**src/rtl/depuncture_wifi_param.sv**
```systemverilog
// -----------------------------------------------------------------------------
// depuncture_wifi_param
//
// Soft-decision depuncturer between the WiFi deinterleaver and the Viterbi
// decoder. Consumes one signed soft symbol per beat, re-inserts erasures
// following the 802.11 puncturing pattern of the frame's code rate, and emits
// one (A,B) coded pair per beat with per-bit erasure flags.
//
// Ports:
//   clk        rising-edge clock
//   reset      synchronous, active-high reset
//   mode       code rate 0=1/2 1=2/3 2=3/4 3=5/6, sampled on the first
//              accepted symbol of a frame only
//   in_valid   in_data / in_last valid
//   in_ready   block can accept a symbol this cycle (combinational)
//   in_data    received soft symbol, signed, SOFT_W bits
//   in_last    final symbol of the frame
//   out_valid  output pair valid
//   out_ready  downstream accepts the pair
//   out_a/b    soft bits for encoder outputs A and B, 0 when erased
//   out_era_a/b  the corresponding bit was punctured or padded
//   out_last   final pair of the frame
// -----------------------------------------------------------------------------
module depuncture_wifi_param #(
  parameter int SOFT_W = 4
) (
  input  logic                     clk,
  input  logic                     reset,
  input  logic [1:0]               mode,
  input  logic                     in_valid,
  output logic                     in_ready,
  input  logic signed [SOFT_W-1:0] in_data,
  input  logic                     in_last,
  output logic                     out_valid,
  input  logic                     out_ready,
  output logic signed [SOFT_W-1:0] out_a,
  output logic signed [SOFT_W-1:0] out_b,
  output logic                     out_era_a,
  output logic                     out_era_b,
  output logic                     out_last
);

  typedef enum logic [1:0] {
    PT_FULL   = 2'd0,
    PT_A_ONLY = 2'd1,
    PT_B_ONLY = 2'd2
  } pair_type_e;

  // Pair type at pattern index p for a given rate.
  //   1/2: [FULL]
  //   2/3: [FULL, A_ONLY]
  //   3/4: [FULL, A_ONLY, B_ONLY]
  //   5/6: [FULL, A_ONLY, B_ONLY, A_ONLY, B_ONLY]
  function automatic pair_type_e pair_type(input logic [1:0] m,
                                           input logic [2:0] p);
    pair_type_e t;
    t = PT_FULL;
    if (p != 3'd0) begin
      case (m)
        2'd1:    t = PT_A_ONLY;
        2'd2:    t = (p == 3'd1) ? PT_A_ONLY : PT_B_ONLY;
        // Odd indices 1 and 3 keep A, even indices 2 and 4 keep B.
        2'd3:    t = p[0] ? PT_A_ONLY : PT_B_ONLY;
        default: t = PT_FULL;
      endcase
    end
    return t;
  endfunction

  // Last valid pattern index for a given rate (period length minus one).
  function automatic logic [2:0] last_index(input logic [1:0] m);
    logic [2:0] l;
    case (m)
      2'd0:    l = 3'd0;
      2'd1:    l = 3'd1;
      2'd2:    l = 3'd2;
      default: l = 3'd4;
    endcase
    return l;
  endfunction

  function automatic logic [2:0] next_index(input logic [1:0] m,
                                            input logic [2:0] p);
    return (p >= last_index(m)) ? 3'd0 : p + 3'd1;
  endfunction

  // Control state
  logic                     frame_active_q, frame_active_d;
  logic [1:0]               mode_q, mode_d;
  logic [2:0]               p_q, p_d;
  logic                     half_q, half_d;

  // Held A soft bit of a FULL pair waiting for its B
  logic signed [SOFT_W-1:0] hold_q, hold_d;

  // Output register
  logic                     out_valid_q, out_valid_d;
  logic signed [SOFT_W-1:0] out_a_q, out_a_d;
  logic signed [SOFT_W-1:0] out_b_q, out_b_d;
  logic                     era_a_q, era_a_d;
  logic                     era_b_q, era_b_d;
  logic                     last_q, last_d;

  logic                     accept;
  logic [1:0]               cur_mode;
  logic [2:0]               cur_p;
  logic                     cur_half;
  pair_type_e               cur_type;

  // The output register can take a new pair whenever it is empty or being
  // drained this cycle, so a full stream runs without bubbles.
  assign in_ready = !reset && (!out_valid_q || out_ready);
  assign accept   = in_valid && in_ready;

  // A symbol arriving outside a frame opens one: the live mode input and a
  // zero pattern index apply to it directly.
  assign cur_mode = frame_active_q ? mode_q : mode;
  assign cur_p    = frame_active_q ? p_q : 3'd0;
  assign cur_half = frame_active_q && half_q;
  assign cur_type = pair_type(cur_mode, cur_p);

  // ---- stage: symbol acceptance -> pair assembly / output register load ----
  always_comb begin
    frame_active_d = frame_active_q;
    mode_d         = mode_q;
    p_d            = p_q;
    half_d         = half_q;
    hold_d         = hold_q;

    out_valid_d    = out_valid_q && !out_ready;
    out_a_d        = out_a_q;
    out_b_d        = out_b_q;
    era_a_d        = era_a_q;
    era_b_d        = era_b_q;
    last_d         = last_q;

    if (accept) begin
      frame_active_d = !in_last;
      mode_d         = cur_mode;

      unique case (cur_type)
        PT_FULL: begin
          if (cur_half) begin
            out_valid_d = 1'b1;
            out_a_d     = hold_q;
            out_b_d     = in_data;
            era_a_d     = 1'b0;
            era_b_d     = 1'b0;
            last_d      = in_last;
            half_d      = 1'b0;
            p_d         = next_index(cur_mode, cur_p);
          end else if (in_last) begin
            // Frame ends on an A with no partner: pad B as an erasure.
            out_valid_d = 1'b1;
            out_a_d     = in_data;
            out_b_d     = '0;
            era_a_d     = 1'b0;
            era_b_d     = 1'b1;
            last_d      = 1'b1;
            half_d      = 1'b0;
            p_d         = cur_p;
          end else begin
            // First half only parks A; the output register is untouched.
            hold_d = in_data;
            half_d = 1'b1;
            p_d    = cur_p;
          end
        end
        PT_A_ONLY: begin
          out_valid_d = 1'b1;
          out_a_d     = in_data;
          out_b_d     = '0;
          era_a_d     = 1'b0;
          era_b_d     = 1'b1;
          last_d      = in_last;
          half_d      = 1'b0;
          p_d         = next_index(cur_mode, cur_p);
        end
        PT_B_ONLY: begin
          out_valid_d = 1'b1;
          out_a_d     = '0;
          out_b_d     = in_data;
          era_a_d     = 1'b1;
          era_b_d     = 1'b0;
          last_d      = in_last;
          half_d      = 1'b0;
          p_d         = next_index(cur_mode, cur_p);
        end
        default: begin
          half_d = 1'b0;
          p_d    = 3'd0;
        end
      endcase

      if (in_last) begin
        p_d    = 3'd0;
        half_d = 1'b0;
      end
    end
  end

  // ---- stage: registered state and outputs ----
  always_ff @(posedge clk) begin
    if (reset) begin
      frame_active_q <= 1'b0;
      mode_q         <= 2'd0;
      p_q            <= 3'd0;
      half_q         <= 1'b0;
      out_valid_q    <= 1'b0;
      out_a_q        <= '0;
      out_b_q        <= '0;
      era_a_q        <= 1'b0;
      era_b_q        <= 1'b0;
      last_q         <= 1'b0;
    end else begin
      frame_active_q <= frame_active_d;
      mode_q         <= mode_d;
      p_q            <= p_d;
      half_q         <= half_d;
      out_valid_q    <= out_valid_d;
      out_a_q        <= out_a_d;
      out_b_q        <= out_b_d;
      era_a_q        <= era_a_d;
      era_b_q        <= era_b_d;
      last_q         <= last_d;
    end
  end

  // The held A is only meaningful while half_q is set, so it needs no reset.
  always_ff @(posedge clk) begin
    hold_q <= hold_d;
  end

  assign out_valid = out_valid_q;
  assign out_a     = out_a_q;
  assign out_b     = out_b_q;
  assign out_era_a = era_a_q;
  assign out_era_b = era_b_q;
  assign out_last  = last_q;

endmodule

```
**config.mk**
```make
export PLATFORM = sky130hd
export DESIGN_NAME = depuncture_wifi_param
export DESIGN_NICKNAME = d
export VERILOG_FILES = /design/src/rtl/depuncture_wifi_param.sv
export SDC_FILE = /design/constraint.sdc
export NUM_CORES = 1
export LEC_CHECK = 0
export ABC_AREA = 1
export BUFFER_PORTS_ARGS = -buffer_cell sky130_fd_sc_hd__buf_2
export CORE_AREA = 5 5 60 62
export DETAILED_ROUTE_END_ITERATION = 8
export DIE_AREA = 0 0 65 67
export PLACE_DENSITY = 0.77
export SYNTH_ARGS = -nofsm -noshare
export SYNTH_HDL_FRONTEND = slang
export SYNTH_SLANG_ARGS = --single-unit
```
**constraint.sdc**
```tcl
create_clock -name clk -period 2.4 [get_ports clk]
set_input_delay 0 -clock clk [delete_from_list [all_inputs] [get_ports clk]]
set_output_delay 0 -clock clk [all_outputs]
set_load 0.05 [all_outputs]
```
Word-level counts from Yosys, hierarchy flattened

Cells that the tools add are included.

Output and inout bits: 13
Input bits: 11
Logic and storage cells: 83
Flip-flop bits (word level): 23

Equal/unequal tests: 7
Order comparisons: 3
Bitwise logic cells: 2
Muxes and demuxes: 41
Reductions and logical operators: 18
Add/sub/neg operators: 1

Operators by type and width:

| kind                                           | count |
|---|---|
| two-way mux 3 bit                              | 13 |
| case mux 4 bit (3 select lines)                | 2 |
| case mux 3 bit (3 select lines)                | 2 |
| two-way mux 4 bit                              | 4 |
| two-way mux 1 bit                              | 11 |
| greater-or-equal comparator 3 bit              | 3 |
| two-way mux 2 bit                              | 4 |
| == test 2 bit (second input constant)          | 3 |
| case mux 1 bit (3 select lines)                | 2 |
| case mux 2 bit (3 select lines)                | 1 |
| AND reduction 3 bit                            | 2 |
| nonzero test 3 bit                             | 2 |
| == test 2 x 1 -> 1 bit (second input constant) | 2 |
| logical AND 1 bit                              | 4 |
| zero test 1 bit                                | 4 |
| zero test 2 bit                                | 2 |
| case mux 1 bit (2 select lines)                | 2 |
| AND reduction 4 bit                            | 1 |
| adder 3 x 1 -> 3 bit (second input constant)   | 1 |
| == test 3 x 1 -> 1 bit (second input constant) | 1 |
| != test 3 bit (second input constant)          | 1 |
| NOT 1 bit                                      | 2 |
| nonzero test 2 bit                             | 1 |
| OR reduction 2 bit                             | 1 |
| logical OR 1 bit                               | 1 |

Longest topological paths before layout

Gate-level depths: netlist (run 1).

Depth after elaboration: 13
Depth in mapped cells: 18
Mapped depth without buffers: 17

Worst setup path before layout (run 1)

OpenSTA, ideal clock, no wires.

Kind: register -> register
From: register frame_active_q
To: register out_a_q[1], in the netlist out_a[1]
Period minus slack after synthesis: 2.368 ns
Library setup time: 0.080 ns
Path buffers: 2
Slack: 0.032 ns
Cell stages (with the launch flop): 17
Required time: 2.320 ns
Data arrival time: 2.288 ns
Cells stage by stage: dfxtp_1 -> buf_4 -> inv_2 -> nand2_1 -> nand2_2 -> inv_1 -> o41ai_1 -> nand2_1 -> nor2_1 -> inv_1 -> ha_1 -> nor2_1 -> inv_1 -> nand2_4 -> nor2_8 -> buf_6 -> a211oi_2

Cells in the longest elaborated chain, start to end: 8
Elaborated cells on any way between the ends: 20
Classes of those cells: eq/ne (7); mux (8); reduce/logical (5)

RTL lines:

| element                                                       | RTL line | text |
|---|---|---|
| from (decl)                                                   | 88       | `logic frame_active_q, frame_active_d;` |
| from (signal assigned)                                        | 216      | `frame_active_q <= frame_active_d;` |
| two-way mux 3 bit                                             | 118      | `assign cur_p = frame_active_q ? p_q : 3'd0;` |
| == test 3 x 1 -> 1 bit                                        | 61       | `2'd2: t = (p == 3'd1) ? PT_A_ONLY : PT_B_ONLY;` |
| two-way mux 2 bit                                             | 61       |  |
| case mux 2 bit (3 select lines)                               | 59       | `case (m)` |
| two-way mux 2 bit                                             | 58       | `if (p != 3'd0) begin` |
| zero test 2 bit, or another cell as far along                 | 141      | `unique case (cur_type)` |
| != test 3 bit (no line) or nonzero test 3 bit (tied branches) | --       |  |
| AND reduction 3 bit (no line)                                 | --       |  |
| to (signal assigned)                                          | 221      | `out_a_q <= out_a_d;` |
| to (decl)                                                     | 98       | `logic signed [SOFT_W-1:0] out_a_q, out_a_d;` |

Parallel ways exist; a longest one is shown, timed or not.
A chain may end at the register's enable or synchronous reset.

Worst setup path in the final report (run 1)

From: register frame_active_q
To: register p_q[2]

Cells in the longest elaborated chain, start to end: 11
Elaborated cells on any way between the ends: 34
Classes of those cells: add/sub (1); order compare (3); eq/ne (6); mux (20); reduce/logical (4)

RTL lines:

| element                                     | RTL line | text |
|---|---|---|
| two-way mux 2 bit                           | 117      | `assign cur_mode = frame_active_q ? mode_q : mode;` |
| == test 2 bit, or another cell as far along | 59, 73   |  |
| case mux 3 bit (3 select lines)             | 73       | `case (m)` |
| two-way mux 3 bit                           | 143      | `if (cur_half) begin` |
| two-way mux 3 bit                           | 141      |  |
| two-way mux 3 bit                           | 137      | `if (accept) begin` |
| greater-or-equal comparator 3 bit           | 84       | `return (p >= last_index(m)) ? 3'd0 : p + 3'd1;` |
| two-way mux 3 bit                           | 84       |  |
| two-way mux 3 bit                           | 143      |  |
| case mux 3 bit (3 select lines) *           | 141      |  |
| two-way mux 3 bit *                         | 195      | `if (in_last) begin` |
| to (signal assigned)                        | 218      | `p_q <= p_d;` |
| to (decl)                                   | 90       | `logic [2:0] p_q, p_d;` |

Mark *: on every way between the ends. The rest lies on a longest branch, timed or not. The select of a mux whose other input is x is not followed.

==> results of run 1 <==
-- where the power goes --
| group | leakage, nW | switching, W | internal [W] | total [W] |
|---|---|---|---|---|
| Combinational | 0.589 | 0.0000820 | 0.0000447 | 0.000127 |
| Sequential | 0.192 | 0.00000591 | 0.000403 | 0.000409 |
| Clock | 0.0177 | 0.000118 | 0.0000622 | 0.000180 |
-- layer usage --
metal / vias up / global-route usage (%) / part of all wire (%)
met1: 532 / 15.3 / 44
met2: 27 / 25.9 / 51
met4: 0 / 3.17 / 1.0
li1: 637 / - / -
met3: 4 / 3.04 / 3.4
met5: - / 0 / 0
-- synth_stat cells (all sizes together) (2+ instances only) --
master | number | share of area, %
edfxtp | 4 | 9.2
ha | 7 | 6.7
nand4 | 3 | 1.4
dfxtp | 19 | 29
a31oi | 3 | 1.4
nand2 | 48 | 17
nand3 | 13 | 5.0
o21ai | 3 | 1.2
a21oi | 15 | 5.8
nor2 | 17 | 7.5
buf | 4 | 2.3
inv | 27 | 8.0
a211oi | 2 | 1.5
-- what timing repair did --
item	CTS	global route
setup endpoints to repair	15	19
hold endpoints to repair	12	0
setup buffers	0	8
cloned	0	1
pin swaps	0	12
resized for setup	2	15
hold buffers	5	0
-- through the flow --
stage	area [µm²]	setup TNS (ns)	util (%)
finish	1670	0	56.1
CTS	1550	0	52.1
floorplan	1300	0	-
global route	1670	-0.520	56.1
detailed placement	1470	-0.674	49.3
global placement	1470	0	49.3
-- registers in the layout, indices dropped and copies added, names as in the netlist --
signal and cells:
hold_q 4, out_a 4, out_b 4, p_q 3, mode_q 2, frame_active_q 1, half_q 1, out_era_a 1
out_era_b 1, out_last 1, out_valid 1
-- placed cells by master, fill, tap and decap left out, types with 3 or more instances in the layout --
| cell | count |
|---|---|
| inv_4 | 3 |
| nor2_2 | 5 |
| nand3_1 | 12 |
| dlygate4sd3_1 | 5 |
| buf_4 | 14 |
| nand2_2 | 4 |
| dfxtp_1 | 18 |
| a21oi_1 | 15 |
| edfxtp_1 | 4 |
| inv_1 | 18 |
| buf_2 | 23 |
| clkbuf_4 | 3 |
| nand4_1 | 3 |
| nand2_1 | 40 |
| ha_1 | 6 |
| nor2_4 | 3 |
| inv_2 | 6 |
| a31oi_1 | 3 |
| nor2_1 | 9 |
| nand2_4 | 4 |
-- cells by family (layout without fill, tap and decap cells) --
group | count (synthesis) | after routing
AOI/OAI and AO/OA | 27 | 27
buffers and inverters | 32 | 73
DFF | 23 | 23
and+or+nand+nor | 82 | 83
adders and majority gates | 7 | 7
-- how the worst max path moves through the flow --
| stage | to | cells past startpoint | slack [ns] |
|---|---|---|---|
| finish | p_q[2] | 17 | 0.1 |
| global route | p_q[2] | 17 | -0.09 |
| CTS | out_a[2] | 16 | 0.008 |
| detailed placement | out_a[2] | 15 | -0.11 |
| global placement | out_b[3] | 15 | 0.02 |
| floorplan | out_a[1] | 16 | 0.03 |
-- worst register-to-register path: cells and delay by family (launching register included) --
kind / cells / cell delay [ns]
AO/OA/AOI/OAI: 2 / 0.40
adder cells (fa/ha/maj): 1 / 0.28
buffers and inverters: 5 / 0.27
flip-flops: 1 / 0.39
AND/OR/NAND/NOR: 9 / 0.92
-- area by class of cell --
type / instances / area, µm² / area share (%)
tap: 33 / 41.3 / 2.47
multi-input combinational: 117 / 718 / 43.0
clock buffer: 3 / 22.5 / 1.35
timing repair buffer: 42 / 270 / 16.2
clock inverter: 1 / 5.00 / 0.300
inverter: 27 / 109 / 6.52
sequential: 23 / 504 / 30.2
==> impl_metrics.json, run 1 <==
{
  "dp_cells": 228,
  "crit_path_start": "frame_active_q",
  "fillers": 280,
  "cp-end-kind": "flop",
  "wirelength_um": 2970,
  "grt_pass1_vias": 1135,
  "hold_path_class": "in2reg",
  "drive_gt1_share_pct": 34.7,
  "grt-ovfl-total": 0,
  "min_to": "out_last",
  "cp_top_family": "simple AND/OR/NAND/NOR gates",
  "path_cells": "inv_4, nand2_2, nand2_2, inv_2, o41ai_2, nand2_1, nor2_2, inv_2, ha_4, inv_2, nand2_2, inv_2, nor3_4, nand3_1, nand2_1, nand3_2, a21oi_1",
  "io-pin-count": 24,
  "hold_ws_ns": 0.0402,
  "final.period_utilization_pct": 95.9,
  "power_w": 0.000715,
  "synth.net_count": 189,
  "cts_made_buffers": 3,
  "grt_max_degree": 21,
  "worstPathMaxFanout": 5,
  "setup_ws_ns": 0.0981,
  "dieHeight_um": 67,
  "critPathArrivalTime_ns": 2.55,
  "antenna_found_initial": 0,
  "syn_area_um2": 1300,
  "synth_fa_ha_area_share_pct": 6.73,
  "status": "completed",
  "synth_ff_type": "dfxtp_1",
  "first_iter_violations": 66,
  "wire_per_inst_um": 12.1,
  "max-cap-violations": 0,
  "synth_top_family_by_area": "simple AND/OR/NAND/NOR gates",
  "hold_viol": 0,
  "synth-compound-area-share_pct": 12.5,
  "path_clk_slew_ns": 0.13,
  "die-area_um2": 4360,
  "clockRootBuffer": "clkbuf_4",
  "dr_total_vias": 1200,
  "synthMuxAreaShare_pct": 0,
  "required_ns": 2.65,
  "grt_pass1_wl_um": 4690,
  "die_x_um": 65,
  "min_from": "in_last",
  "ant_nets": 0,
  "max_freq_mhz": 434,
  "p_per_area_nw_per_um2": 428,
  "synth-async-reset-ratio_pct": 0,
  "antenna_cells": 0,
  "clkSinkCount": 23,
  "place_ws_ns": -0.108,
  "path_buf_inv": 5,
  "place_hpwl_um": 2210,
  "critPathKind": "reg2reg",
  "clockBufferDepth": 2,
  "start_util_pct": 43.7,
  "irDropWorstVdd_v": 0.000265,
  "area_growth_pct": 28.4,
  "r2r_end": "p_q[2]",
  "fin_crit_ns": 2.30,
  "track_usage_pct": 13.6,
  "start_kind": "flop",
  "rrSetupSlack_ns": 0.1,
  "synthCells": 171,
  "cts_tree": "done",
  "worstHoldPathCells": 3,
  "ys_seq_area_share_pct": 38.5,
  "h-tree-depth": 1,
  "synth_edf_count": 4,
  "ys_types": 30,
  "worst_slew_pin_slew_ns": 0.397,
  "skew_ns": 0.00187,
  "synth_xor_area_share_pct": 0,
  "nets": 232,
  "rr_worst_depth": 17,
  "path_common_cell": "inv_2",
  "rows": 20,
  "synth-seq-cells": 23,
  "leakagePower_nw": 0.799,
  "drc_errors": 0,
  "setup_viol": 0,
  "stdcell_count": 246,
  "ys_warn_count": 0,
  "clock_latency_ns": 0.31,
  "dr.pass1.iters": 4,
  "yosys.area_share.simple_pct": 31.7,
  "r2r-start": "frame_active_q",
  "avgSynthCellArea_um2": 7.61,
  "worst_path_largest_cell_delay_ns": 0.39,
  "maxSlewHeadroom_pct": 73.5,
  "drv_slew": 0,
  "rsz0062_at_grt": "yes",
  "vias_per_cell": 4.88,
  "gp_congestion": 0.917,
  "core_area_um2": 2980,
  "crit_path_top_delay_cell": "dfxtp_4",
  "port_buffers": 23
}
No activity file was read; power rests on OpenSTA's default activity.
==> run 2: changes to the inputs <==
==> config.mk (replaced) <==
export PLATFORM = sky130hd
export DESIGN_NAME = depuncture_wifi_param
export DESIGN_NICKNAME = d
export VERILOG_FILES = /design/src/rtl/depuncture_wifi_param.sv
export SDC_FILE = /design/constraint.sdc
export NUM_CORES = 1
export LEC_CHECK = 0
export BUFFER_PORTS_ARGS = -buffer_cell sky130_fd_sc_hd__buf_2
export CORE_AREA = 5 5 62 64
export DETAILED_ROUTE_END_ITERATION = 8
export DIE_AREA = 0 0 67 69
export PLACE_DENSITY = 0.76
export SYNTH_ARGS = -nofsm -noshare
export SYNTH_HDL_FRONTEND = slang
export SYNTH_SLANG_ARGS = --single-unit
==> run 2 against run 1 <==
- synthesized area is 7.6% higher
- wire length grew 6.2%
- sequential power grew 2%
- die area up 6.2%
- critical path type unchanged
- critical endpoint is now out_b[1]
- largest cell class unchanged
- highest routed layer unchanged
==> impl_metrics.json, run 2 <==
{
  "clock_latency_ns": 0.31,
  "switching_share_pct": 29.5,
  "wirelength_um": 3160,
  "dr_total_vias": 1256,
  "critPathKind": "reg2reg",
  "core_area_um2": 3230,
  "grt_pass1_wl_um": 5570,
  "synthMuxAreaShare_pct": 0.804,
  "nets": 210,
  "rows": 21,
  "max_freq_mhz": 471,
  "status": "completed",
  "cp-end-kind": "flop",
  "dr.pass1.iters": 4,
  "clockBufferDepth": 2,
  "place_hpwl_um": 2320,
  "port_buffers": 23,
  "rrSetupSlack_ns": 0.28,
  "dieHeight_um": 69,
  "path_clk_slew_ns": 0.13,
  "synth_common_cells": "dfxtp_1 (19), nand2_1 (17), a21oi_1 (12), nor2_1 (12), o21ai_0 (11)",
  "r2r-start": "frame_active_q",
  "dpl-instance-area_um2": 1530,
  "grt-ovfl-total": 0,
  "p_int_w": 0.000518,
  "h-tree-depth": 1,
  "wire_per_inst_um": 13.3,
  "yosys-top-cells-area": "dfxtp_1 (27%), edfxtp_1 (8.6%), ha_1 (6.3%)",
  "antenna_cells": 0,
  "p_seq_share_pct": 56.8,
  "vias_per_cell": 5.30,
  "synth-compound-area-share_pct": 26.0,
  "die_x_um": 67,
  "clockRootBuffer": "clkbuf_4",
  "start_kind": "flop",
  "track_usage_pct": 15.1,
  "finalSetupTns_ns": 0,
  "cts_tree": "done",
  "area_growth_pct": 16.4,
  "cts_made_buffers": 3,
  "critPathArrivalTime_ns": 2.38,
  "synth_ff_type": "dfxtp_1",
  "drive_gt1_share_pct": 22.5,
  "synth_fa_ha_area_share_pct": 6.26,
  "r2r_end": "out_b[1]",
  "first_iter_violations": 47,
  "max-cap-violations": 0,
  "fin_crit_ns": 2.12,
  "drc_errors": 0,
  "yosys.area.top_type": "dfxtp_1",
  "min_to": "out_valid",
  "hold_path_class": "in2reg",
  "synth-async-reset-ratio_pct": 0,
  "rr_worst_depth": 6,
  "synth.top_cell.area_share_pct": 27.2,
  "synth_top_family_by_area": "compound AO/OA/AOI/OAI gates",
  "antenna_found_initial": 0,
  "synth.most_common_cell": "dfxtp_1",
  "start_util_pct": 43.3,
  "synth_edf_count": 4,
  "post-route-cell-area_um2": 1630,
  "syn_area_um2": 1400,
  "ys_warn_count": 0,
  "skew_ns": 0.00161,
  "layout_commonest_cell": "buf_2",
  "avgSynthCellArea_um2": 8.54,
  "gp_congestion": 0.854,
  "worst_slew_pin_slew_ns": 0.411,
  "die-area_um2": 4620,
  "leakagePower_nw": 0.680,
  "synthCells": 164,
  "clkSinkCount": 23,
  "min_from": "out_ready",
  "p_clk_share_pct": 24.6,
  "hold_viol": 0,
  "required_ns": 2.66,
  "synth_xor_area_share_pct": 0,
  "irDropWorstVdd_v": 0.000361,
  "mostFrequentLayoutCells": "buf_2 (23), dfxtp_1 (19), nand2_1 (17)",
  "p_per_area_nw_per_um2": 451,
  "grt_max_degree": 21,
  "power.switching_w": 0.000217,
  "setup_viol": 0,
  "combPwrFrac_pct": 18.6,
  "ys_seq_area_share_pct": 35.7,
  "drv_slew": 0,
  "synth-seq-cells": 23,
  "rsz0062_at_grt": "no",
  "io-pin-count": 24,
  "synth.net_count": 182,
  "worstHoldPathCells": 3,
  "grt_pass1_vias": 1229,
  "ys_types": 41,
  "worstPathMaxFanout": 10,
  "final.period_utilization_pct": 88.4,
  "maxSlewHeadroom_pct": 72.3,
  "ant_nets": 0,
  "yosys.area_share.simple_pct": 24.8
}
run 2: power by group through the flow:
stage | combinational (W) | sequential, W | clock, W
6_report | 0.000137 | 0.000417 | 0.000181
5_1_grt | 0.000152 | 0.000419 | 0.000199
4_1_cts | 0.000137 | 0.000417 | 0.000186
3_5_place_dp | 0.000128 | 0.000426 | 0
3_3_place_gp | 0.000126 | 0.000425 | 0
2_1_floorplan | 0.0000766 | 0.000443 | 0
run 2: per-stage QoR:
stage | utilization, % | cells | power [W] | setup slack [ns] | hold slack [ns]
final | 50.4 | 237 | 0.000735 | 0.278 | 0.0634
after CTS | 50.4 | 237 | 0.000740 | 0.288 | 0.0488
after floorplan | - | 164 | 0.000520 | 0.216 | 0.0957
after detailed placement | 47.4 | 226 | 0.000553 | 0.321 | 0.238
after global routing | 50.4 | 237 | 0.000771 | 0.0872 | 0.0990
after global placement | 47.4 | 226 | 0.000552 | 0.323 | 0.238
run 2: critical path, stage by stage, from the launching register on:
cell and delay [ns]:
dfxtp_1 0.49, nand3_1 0.10, or2_2 0.31, ha_1 0.43, o21ai_0 0.42, nand4_1 0.16, a21oi_1 0.16
run 2: routing by layer:
metal | share of wire (%) | track usage, %
met1 | 47 | 20.1
met2 | 46 | 22.6
met3 | 3.4 | 1.79
met4 | 3.5 | 9.46
met5 | 0 | 0
run 2: final cells by class:
cell class | instances | area, µm²
Timing Repair Buffer | 33 | 208
Clock buffer | 3 | 22.5
Sequential cell | 23 | 500
Tap cell | 46 | 57.6
Inverter | 7 | 26.3
Fill cell | 307 | 1600
Multi-Input combinational cell | 124 | 811
Clock inverter | 1 | 5.00
run 2: kinds of logic (layout without fill, tap and decap cells):
logic type               count (synthesis)  after routing
buffers and inverters                   17             44
multiplexers                             1              1
AND/OR/NAND/NOR                         65             65
flip-flops                              23             23
adder cells (fa/ha/maj)                  7              7
AO/OA/AOI/OAI                           51             51
run 2: timing repair:
action                                 CTS  global route
buffers inserted                         0             0
resized for setup                        0             0
hold buffers                             7             0
endpoints found under the hold margin   15             0
run 2: how the worst max path moves through the flow:
stage | startpoint | to | slack, ns | cells past startpoint
after floorplan | frame_active_q | out_last | 0.22 | 10
final | frame_active_q | out_b[1] | 0.28 | 6
after detailed placement | frame_active_q | p_q[2] | 0.32 | 7
after CTS | frame_active_q | p_q[2] | 0.29 | 7
after global placement | frame_active_q | out_a[0] | 0.32 | 6
after global routing | p_q[2] | out_a[2] | 0.09 | 9
